===== src/rtl/regfile_pkg.sv =====
// Shared register-file types and widths used by the write-back path.
package regfile_pkg;

  localparam int REG_ADDR_WIDTH = 5;
  localparam int REG_DATA_WIDTH = 32;

  // One write-back request as seen by the register file.
  typedef struct packed {
    logic [REG_ADDR_WIDTH-1:0] addr;
    logic [REG_DATA_WIDTH-1:0] wdata;
  } wb_req_t;

  // Performance counter width.
  typedef logic [15:0] perf_cnt_t;

endpackage


===== src/rtl/rr_arbiter.sv =====
// Combinational round-robin picker: the first set request bit found scanning
// upward from rr_ptr+1, wrapping modulo NUM_REQ. No grant when en is low.
module rr_arbiter #(
  parameter  int NUM_REQ = 3,
  localparam int IDXW    = $clog2(NUM_REQ)
) (
  input  logic [NUM_REQ-1:0] req,
  input  logic [IDXW-1:0]    rr_ptr,
  input  logic               en,
  output logic [NUM_REQ-1:0] gnt,
  output logic [IDXW-1:0]    gnt_idx
);

  // Scan positions rr_ptr+1 .. rr_ptr+NUM_REQ; the last one is rr_ptr itself.
  always_comb begin
    logic          found;
    int            pos;
    logic [IDXW-1:0] j;
    gnt     = '0;
    gnt_idx = '0;
    found   = 1'b0;
    pos     = 0;
    j       = '0;
    for (int k = 1; k <= NUM_REQ; k++) begin
      pos = (int'(rr_ptr) + k) % NUM_REQ;
      j   = IDXW'(pos);
      if (en && !found && req[j]) begin
        found   = 1'b1;
        gnt[j]  = 1'b1;
        gnt_idx = j;
      end
    end
  end

endmodule


===== src/rtl/regfile_wb_arbiter.sv =====
// Write-back arbiter for the register file's single write port.
// Round-robin grant into a one-entry output register; wb_stall freezes the
// entry without dropping it. Address 0 is accepted but never written.
// Optional: define WB_ARB_PERF_CNT_EN to add the conflict_cnt port.
module regfile_wb_arbiter
  import regfile_pkg::*;
#(
  parameter  int NUM_REQ    = 3,
  parameter  int ADDR_WIDTH = REG_ADDR_WIDTH,
  parameter  int DATAWIDTH  = REG_DATA_WIDTH,
  localparam int IDXW       = $clog2(NUM_REQ)
) (
  input  logic                            clk,
  input  logic                            rst_n,
  input  logic [NUM_REQ-1:0]              req_valid,
  output logic [NUM_REQ-1:0]              req_ready,
  input  logic [NUM_REQ*ADDR_WIDTH-1:0]   req_addr,
  input  logic [NUM_REQ*DATAWIDTH-1:0]    req_wdata,
  input  logic                            wb_stall,
  output logic                            wr_reg_en,
  output logic [ADDR_WIDTH-1:0]           wr_reg_addr,
  output logic [DATAWIDTH-1:0]            wr_wdata,
`ifdef WB_ARB_PERF_CNT_EN
  output logic [15:0]                     conflict_cnt,
`endif
  output logic [IDXW-1:0]                 grant_id
);

  logic                  out_vld;
  logic [ADDR_WIDTH-1:0] out_addr;
  logic [DATAWIDTH-1:0]  out_data;
  logic [IDXW-1:0]       rr_ptr;
  logic                  load_ok;
  logic [NUM_REQ-1:0]    arb_gnt;
  logic [IDXW-1:0]       arb_idx;
  logic                  xfer;

  logic [ADDR_WIDTH-1:0] addr_arr [NUM_REQ];
  logic [DATAWIDTH-1:0]  data_arr [NUM_REQ];

  for (genvar i = 0; i < NUM_REQ; i++) begin : g_unpack
    assign addr_arr[i] = req_addr[i*ADDR_WIDTH +: ADDR_WIDTH];
    assign data_arr[i] = req_wdata[i*DATAWIDTH +: DATAWIDTH];
  end

  // The entry can be replaced when empty or when it drains this cycle.
  assign load_ok = ~out_vld | ~wb_stall;

  // rst_n gates the enable so no requester sees ready while in reset.
  rr_arbiter #(.NUM_REQ(NUM_REQ)) u_rr_arbiter (
    .req     (req_valid),
    .rr_ptr  (rr_ptr),
    .en      (load_ok & rst_n),
    .gnt     (arb_gnt),
    .gnt_idx (arb_idx)
  );

  assign req_ready   = arb_gnt;
  assign xfer        = |arb_gnt;

  // x0 is architecturally zero: the entry occupies the stage but never writes.
  assign wr_reg_en   = rst_n & out_vld & ~wb_stall & (out_addr != '0);
  assign wr_reg_addr = out_addr;
  assign wr_wdata    = out_data;

  // Output register and round-robin pointer; everything holds while stalled.
  always_ff @(posedge clk or negedge rst_n) begin
    if (!rst_n) begin
      out_vld  <= 1'b0;
      out_addr <= '0;
      out_data <= '0;
      grant_id <= '0;
      rr_ptr   <= IDXW'(NUM_REQ - 1);
    end else if (load_ok) begin
      out_vld <= xfer;
      if (xfer) begin
        out_addr <= addr_arr[arb_idx];
        out_data <= data_arr[arb_idx];
        grant_id <= arb_idx;
        rr_ptr   <= arb_idx;
      end
    end
  end

`ifdef WB_ARB_PERF_CNT_EN
  perf_cnt_t cnt_q;

  // Saturating count of cycles where two or more requesters compete.
  always_ff @(posedge clk or negedge rst_n) begin
    if (!rst_n) begin
      cnt_q <= '0;
    end else if (($countones(req_valid) > 1) && (cnt_q != '1)) begin
      cnt_q <= cnt_q + 16'd1;
    end
  end

  assign conflict_cnt = cnt_q;
`endif

`ifndef SYNTHESIS
  // Requesters must hold their request stable until it is accepted.
  for (genvar i = 0; i < NUM_REQ; i++) begin : g_hold_chk
    a_hold: assert property (@(posedge clk) disable iff (!rst_n)
      (req_valid[i] && !req_ready[i]) |=>
        (req_valid[i] && $stable(addr_arr[i]) && $stable(data_arr[i])));
  end
`endif

endmodule


===== config.mk =====
export PLATFORM = sky130hd
export DESIGN_NAME = regfile_wb_arbiter
export DESIGN_NICKNAME = d
export VERILOG_FILES = /design/src/rtl/regfile_pkg.sv /design/src/rtl/rr_arbiter.sv /design/src/rtl/regfile_wb_arbiter.sv
export SDC_FILE = /design/constraint.sdc
export NUM_CORES = 1
export LEC_CHECK = 0
export CAP_MARGIN = 20
export CELL_PAD_IN_SITES_DETAIL_PLACEMENT = 0
export CELL_PAD_IN_SITES_GLOBAL_PLACEMENT = 2
export CORE_ASPECT_RATIO = 1.4
export CORE_MARGIN = 5
export CORE_UTILIZATION = 23
export CTS_BUF_LIST = sky130_fd_sc_hd__clkbuf_2 sky130_fd_sc_hd__clkbuf_4 sky130_fd_sc_hd__clkbuf_8
export DETAILED_ROUTE_END_ITERATION = 6
export PLACE_DENSITY = 0.94
export SYNTH_ARGS = -nofsm -noshare
export SYNTH_HDL_FRONTEND = slang
export SYNTH_SLANG_ARGS = --single-unit

===== constraint.sdc =====
create_clock -name clk -period 3.4 [get_ports clk]
set_input_delay 0.68 -clock clk [delete_from_list [all_inputs] [get_ports clk]]
set_output_delay 0.68 -clock clk [all_outputs]
set_load 0.1 [all_outputs]

== Word-level counts from Yosys, hierarchy flattened ==
Index checks and enable logic that the tools add are counted.
Storage, ports and cells
  bits of input ports: 117
  logic and storage cells: 67
  output and inout bits: 43
  flip-flop bits (word level): 42
Operators by class
  bitwise operators: 10
  reduce and logical (&&, ||, !) cells: 13
  div/mod/pow operators: 3
  order comparisons: 7
  add/sub/neg operators: 3
  mux-type cells: 26
Operator list (count)
  $mod 32x3->32 const B: 3
  $bmux 32 s2: 1
  $mux 32: 2
  $bmux 5 s2: 1
  $mux 5: 2
  $lt 2x3->1 const B: 3
  $mux 3: 3
  $logic_and 1x1->1: 8
  $mux 1: 8
  $add 2x2->3 const B: 2
  $bmux 1 s2: 3
  $demux 1 s2: 3
  $ge 2x1->1 const B: 3
  $mux 2: 3
  $or 3x3->3: 2
  $reduce_bool 5->1: 1
  $and 1x1->1: 4
  $add 2x1->3 const B: 1
  $ge 3x3->1 const B: 1
  $not 2->3: 1
  $reduce_or 3->1: 1
  $logic_not 1->1: 2
  $not 1->1: 2
  $reduce_and 2->1: 1
  $or 1x1->1: 1

== Logic depth before layout (Yosys ltp) ==
  depth after elaboration: 18
  gate-level depth with buffers: 11
  gate-level depth less buffers: 8

== By module ==
From an unflattened synthesis, not the netlist that was laid out.
Unflattened totals
  cell total of the unflattened synthesis: 221
  area, all modules: 2637.5 um^2
By module, submodules not included
  regfile_wb_arbiter: sequential area each 1027.2 um^2, cells each 184, instances 1, area each 2376.0 um^2
  rr_arbiter: sequential area each 0.0 um^2, cells each 37, instances 1, area each 261.5 um^2

== Worst setup path after synthesis ==
Ideal clock, no wire load.
  kind: reg-to-output
  start: reg rr_ptr[1]
  end: out req_ready[1]
  data required time: 2.720 ns
  arrival time: 3.553 ns
  path slack: -0.833 ns
  buffers on the path: 0
  stages on the path, launching flop included: 7
  cells stage by stage: dfstp_2 > inv_1 > ha_1 > mux2i_1 > o21ai_1 > nand3_1 > o31ai_1
Between the ends
  longest elaborated chain between the ends: 14
  elaborated cells on any way between the ends: 41
  classes of those cells: 3 x add/sub; 3 x div; 6 x order compare; 17 x mux; 2 x bitwise; 10 x reduce/logical
Ends and longest elaborated chain
  start, declared: line regfile_wb_arbiter.sv:32  | logic [IDXW-1:0] rr_ptr;
  start signal, assigned: line regfile_wb_arbiter.sv:73  | rr_ptr <= IDXW'(NUM_REQ - 1);
  start signal, assigned: line regfile_wb_arbiter.sv:80  | rr_ptr <= arb_idx;
  parallel branches: the longest is 13 deep, another holds $mod 32x3->32
  $mux 3 *: line rr_arbiter.sv:27  | if (en && !found && req[j]) begin
  end, declared: line regfile_wb_arbiter.sv:16  | output logic [NUM_REQ-1:0] req_ready,
Every way passes the cells marked *. The select of a mux whose other input is x is not followed.

== Worst setup path after layout ==
Ends and elaborated chain as after synthesis.

==> load_flow_metrics.sql <==
INSERT INTO impl_metrics (metric_group, metric, value, unit) VALUES
('place', 'hpwlAfterDp', '8176', 'µm'),
('critical_path', 'timing.critical_path.required', '2.72', 'ns'),
('grt', 'wire_length_of_the_first_global_routing_pass', '17310', 'µm'),
('min_path', 'worstHoldPathType', 'primary input to async pin', ''),
('synthesis', 'synth.top_cells.by_count', 'dfrtp_1 (40), mux2_2 (40), a21boi_0 (38), o31a_1 (38), or3_1 (38)', ''),
('cts', 'clk_path_buf_depth', '2', ''),
('cts', 'cts_buffers', '5', ''),
('die', 'ios', '160', ''),
('routing', 'drt-initial-drc-count', '89', ''),
('critical_path', 'crit_chain', 'inv_1 -> ha_1 -> mux2i_1 -> or4b_1 -> a21o_2 -> o31ai_2 -> buf_12', ''),
('timing', 'max-slew-margin-rel', '29.58', '%'),
('grt', 'grt.busiest_layer', 'met2', ''),
('synthesis', 'post_synthesis_register_bit_count', '41', ''),
('place', 'buffer_ports.inserted', '159', ''),
('routing', 'antenna_left', '0', ''),
('grt', 'groute.layer.met2.usage', '24.28', '%'),
('die', 'die_h', '145.9', 'µm'),
('layout', 'utilization', '37.32', '%'),
('cts', 'number_of_instances_resized_during_post_cts_repair', '0', ''),
('grt', 'met3_usage', '3.240', '%'),
('synthesis', 'ys_async_sr_fraction', '100.0', '%'),
('synthesis', 'syn_std_cell_area', '0.003035', 'mm²'),
('place', 'placer_congestion', '0.7965', ''),
('synthesis', 'postSynth.topFlopCell', 'dfrtp_1', ''),
('synthesis', 'synthesis.nets', '434', ''),
('timing', 'timing.final.setup_violations', '0', ''),
('critical_path', 'critPathArrivalTime', '2.52', 'ns'),
('timing', 'worst-slew-pin-transition', '1.054', 'ns'),
('synthesis', 'syn_avg_cell_area', '9.698', 'µm²'),
('synthesis', 'synth-seq-area-share', '33.84', '%'),
('cts', 'clk_pin_slew_worst_paths', '0.09', 'ns'),
('flow_run', 'count_of_max_cap_constraint_violations', '0', ''),
('die', 'floorplan.core_area', '0.01287', 'mm²'),
('routing', 'detail_route.drc_violations', '0', ''),
('routing', 'postRouteWirelength', '11090', 'µm'),
('cts', 'clk_latency', '0.30', 'ns'),
('routing', 'dr_total_vias', '3102', ''),
('grt', 'globalRouteMet1Util', '16.30', '%'),
('synthesis', 'unique_cell_type_count_in_the_yosys_netlist', '34', ''),
('die', 'placementRows', '49', ''),
('synthesis', 'synth_enable_flop_cells', '0', ''),
('pwr', 'power.density', '991.7', 'mW/mm²'),
('die', 'die_width', '107.1', 'µm'),
('cts', 'holdBufCountCts', '0', ''),
('cts', 'number_of_h_tree_levels', '2', ''),
('timing', 'timing.setup.tns', '0', 'ns'),
('timing', 'worst_clock_skew', '0.007701', 'ns'),
('critical_path', 'path_class', 'flop to primary output', ''),
('layout', 'final_instance_area', '0.004805', 'mm²'),
('timing', 'worst_case_hold_slack', '0.2938', 'ns'),
('layout', 'post_route_cells_drive_above_1_share', '23.90', '%'),
('synthesis', 'netlist.area_leader.share', '32.98', '%'),
('synthesis', 'synth_warnings', '0', ''),
('grt', 'grt_max_degree', '42', ''),
('place', 'placement.cell_area', '0.004703', 'mm²'),
('timing', 'timing.fmax', '312.1', 'MHz'),
('routing', 'avgRoutedWirePerCell', '18.21', 'µm'),
('die', 'die_area', '0.01563', 'mm²'),
('layout', 'nNetsFinal', '576', ''),
('status', 'run_status', 'finished clean', ''),
('pwr', 'ir_worst_vdd', '0.5773', 'mV'),
('critical_path', 'worst_path_max_delay_cell', 'dfstp_2', ''),
('synthesis', 'synth.area.top_cells', 'dfrtp_1 (33%), mux2_2 (15%), o31a_1 (11%), a21boi_0 (9.4%), or3_1 (7.8%)', ''),
('timing', 'rsz0062_at_grt', 'false', ''),
('cts', 'cts_root_buffer', 'clkbuf_8', ''),
('place', 'placedCellCount', '601', ''),
('cts', 'tritoncts', 'done', ''),
('timing', 'count_of_final_hold_check_violations', '0', ''),
('critical_path', 'crit_path_end_kind', 'primary output', ''),
('critical_path', 'timing.critical_path.slowest_cell_delay', '0.58', 'ns'),
('cts', 'cts_num_sinks', '41', '');
[kinds of logic after synthesis]
kind of cell | synth area share, %
and+or+nand+nor | 19.62
AOI/OAI and AO/OA | 23.08
muxes | 15.83
DFF | 33.84
buffers and inverters | 5.977
adders and majority gates | 1.649
[per-stage QoR]
step | total power [W] | setup WS, ns
after floorplan | 0.003576 | 0.02827
after global placement | 0.004399 | 0.1633
after detailed placement | 0.004433 | 0.1215
after CTS | 0.004819 | 0.2095
after global routing | 0.004983 | 0.05685
final | 0.004765 | 0.1961
[final cells by class]
type	instances	area, µm²
clock buffer	7	96.34
tap	153	191.4
fill	1301	8070
clock inverter	1	5.005
sequential	41	1027
timing repair buffer	170	1617
multi-input combinational	234	1857
inverter	3	11.26
[per-layer routing]
metal	part of all wire, %	routed length (µm)
met1	41	4504
met2	52	5717
met3	5.5	608
met4	2.3	259
met5	0	0
[registers in the layout (all words and copies together) (netlist names)]
name	cells
wr_wdata	32
wr_reg_addr	5
grant_id	2
out_vld	1
rr_ptr	1
[worst max-delay path: cells and delay by family (launching register included)]
family / cells / cell delay [ns]
adder cells (fa/ha/maj): 1 / 0.27
flip-flops: 1 / 0.58
buffers and inverters: 2 / 0.29
AND/OR/NAND/NOR: 1 / 0.47
multiplexers: 1 / 0.25
AO/OA/AOI/OAI: 2 / 0.36
[power breakdown]
| part | internal, W | total (W) | switching, W | leakage, nW |
|---|---|---|---|---|
| Clock | 0.000184 | 0.000367 | 0.000183 | 0.0542 |
| Combinational | 0.00102 | 0.00351 | 0.00249 | 1.37 |
| Sequential | 0.000741 | 0.000886 | 0.000146 | 0.484 |
[path summary, 6_finish.rpt]
| kind | to | start | cells past startpoint | slack [ns] |
|---|---|---|---|---|
| setup / recovery | req_ready[1] | rr_ptr[1] | 7 | 0.20 |
| hold / removal | grant_id[0] | rst_n | 1 | 0.29 |
| setup reg to reg | wr_wdata[19] | rr_ptr[1] | 9 | 0.39 |
| hold reg to reg | wr_wdata[14] | wr_wdata[14] | 1 | 0.51 |
| max in group asynchronous | rr_ptr[1] | rst_n | 2 | 2.31 |
| min in group clk | wr_wdata[14] | wr_wdata[14] | 1 | 0.51 |
[cell usage in the layout, fill, tap and decap left out, types with 2 or more instances in the layout]
cell type and count:
clkbuf_8 7, or3_1 37, o21ai_1 2, nand3b_1 3, nor2_1 3, o21ai_0 2
mux2_2 40, inv_1 3, buf_12 4, dfrtp_1 40, clkdlybuf4s50_1 117, and3_1 37
mux2i_1 3, nor2b_1 2, nand2_1 5, o31a_1 38, ha_1 4, o21a_1 2
a21boi_0 38, buf_4 48, nand4_1 2, nand3_1 2
No activity file was read; power rests on OpenSTA's default activity.
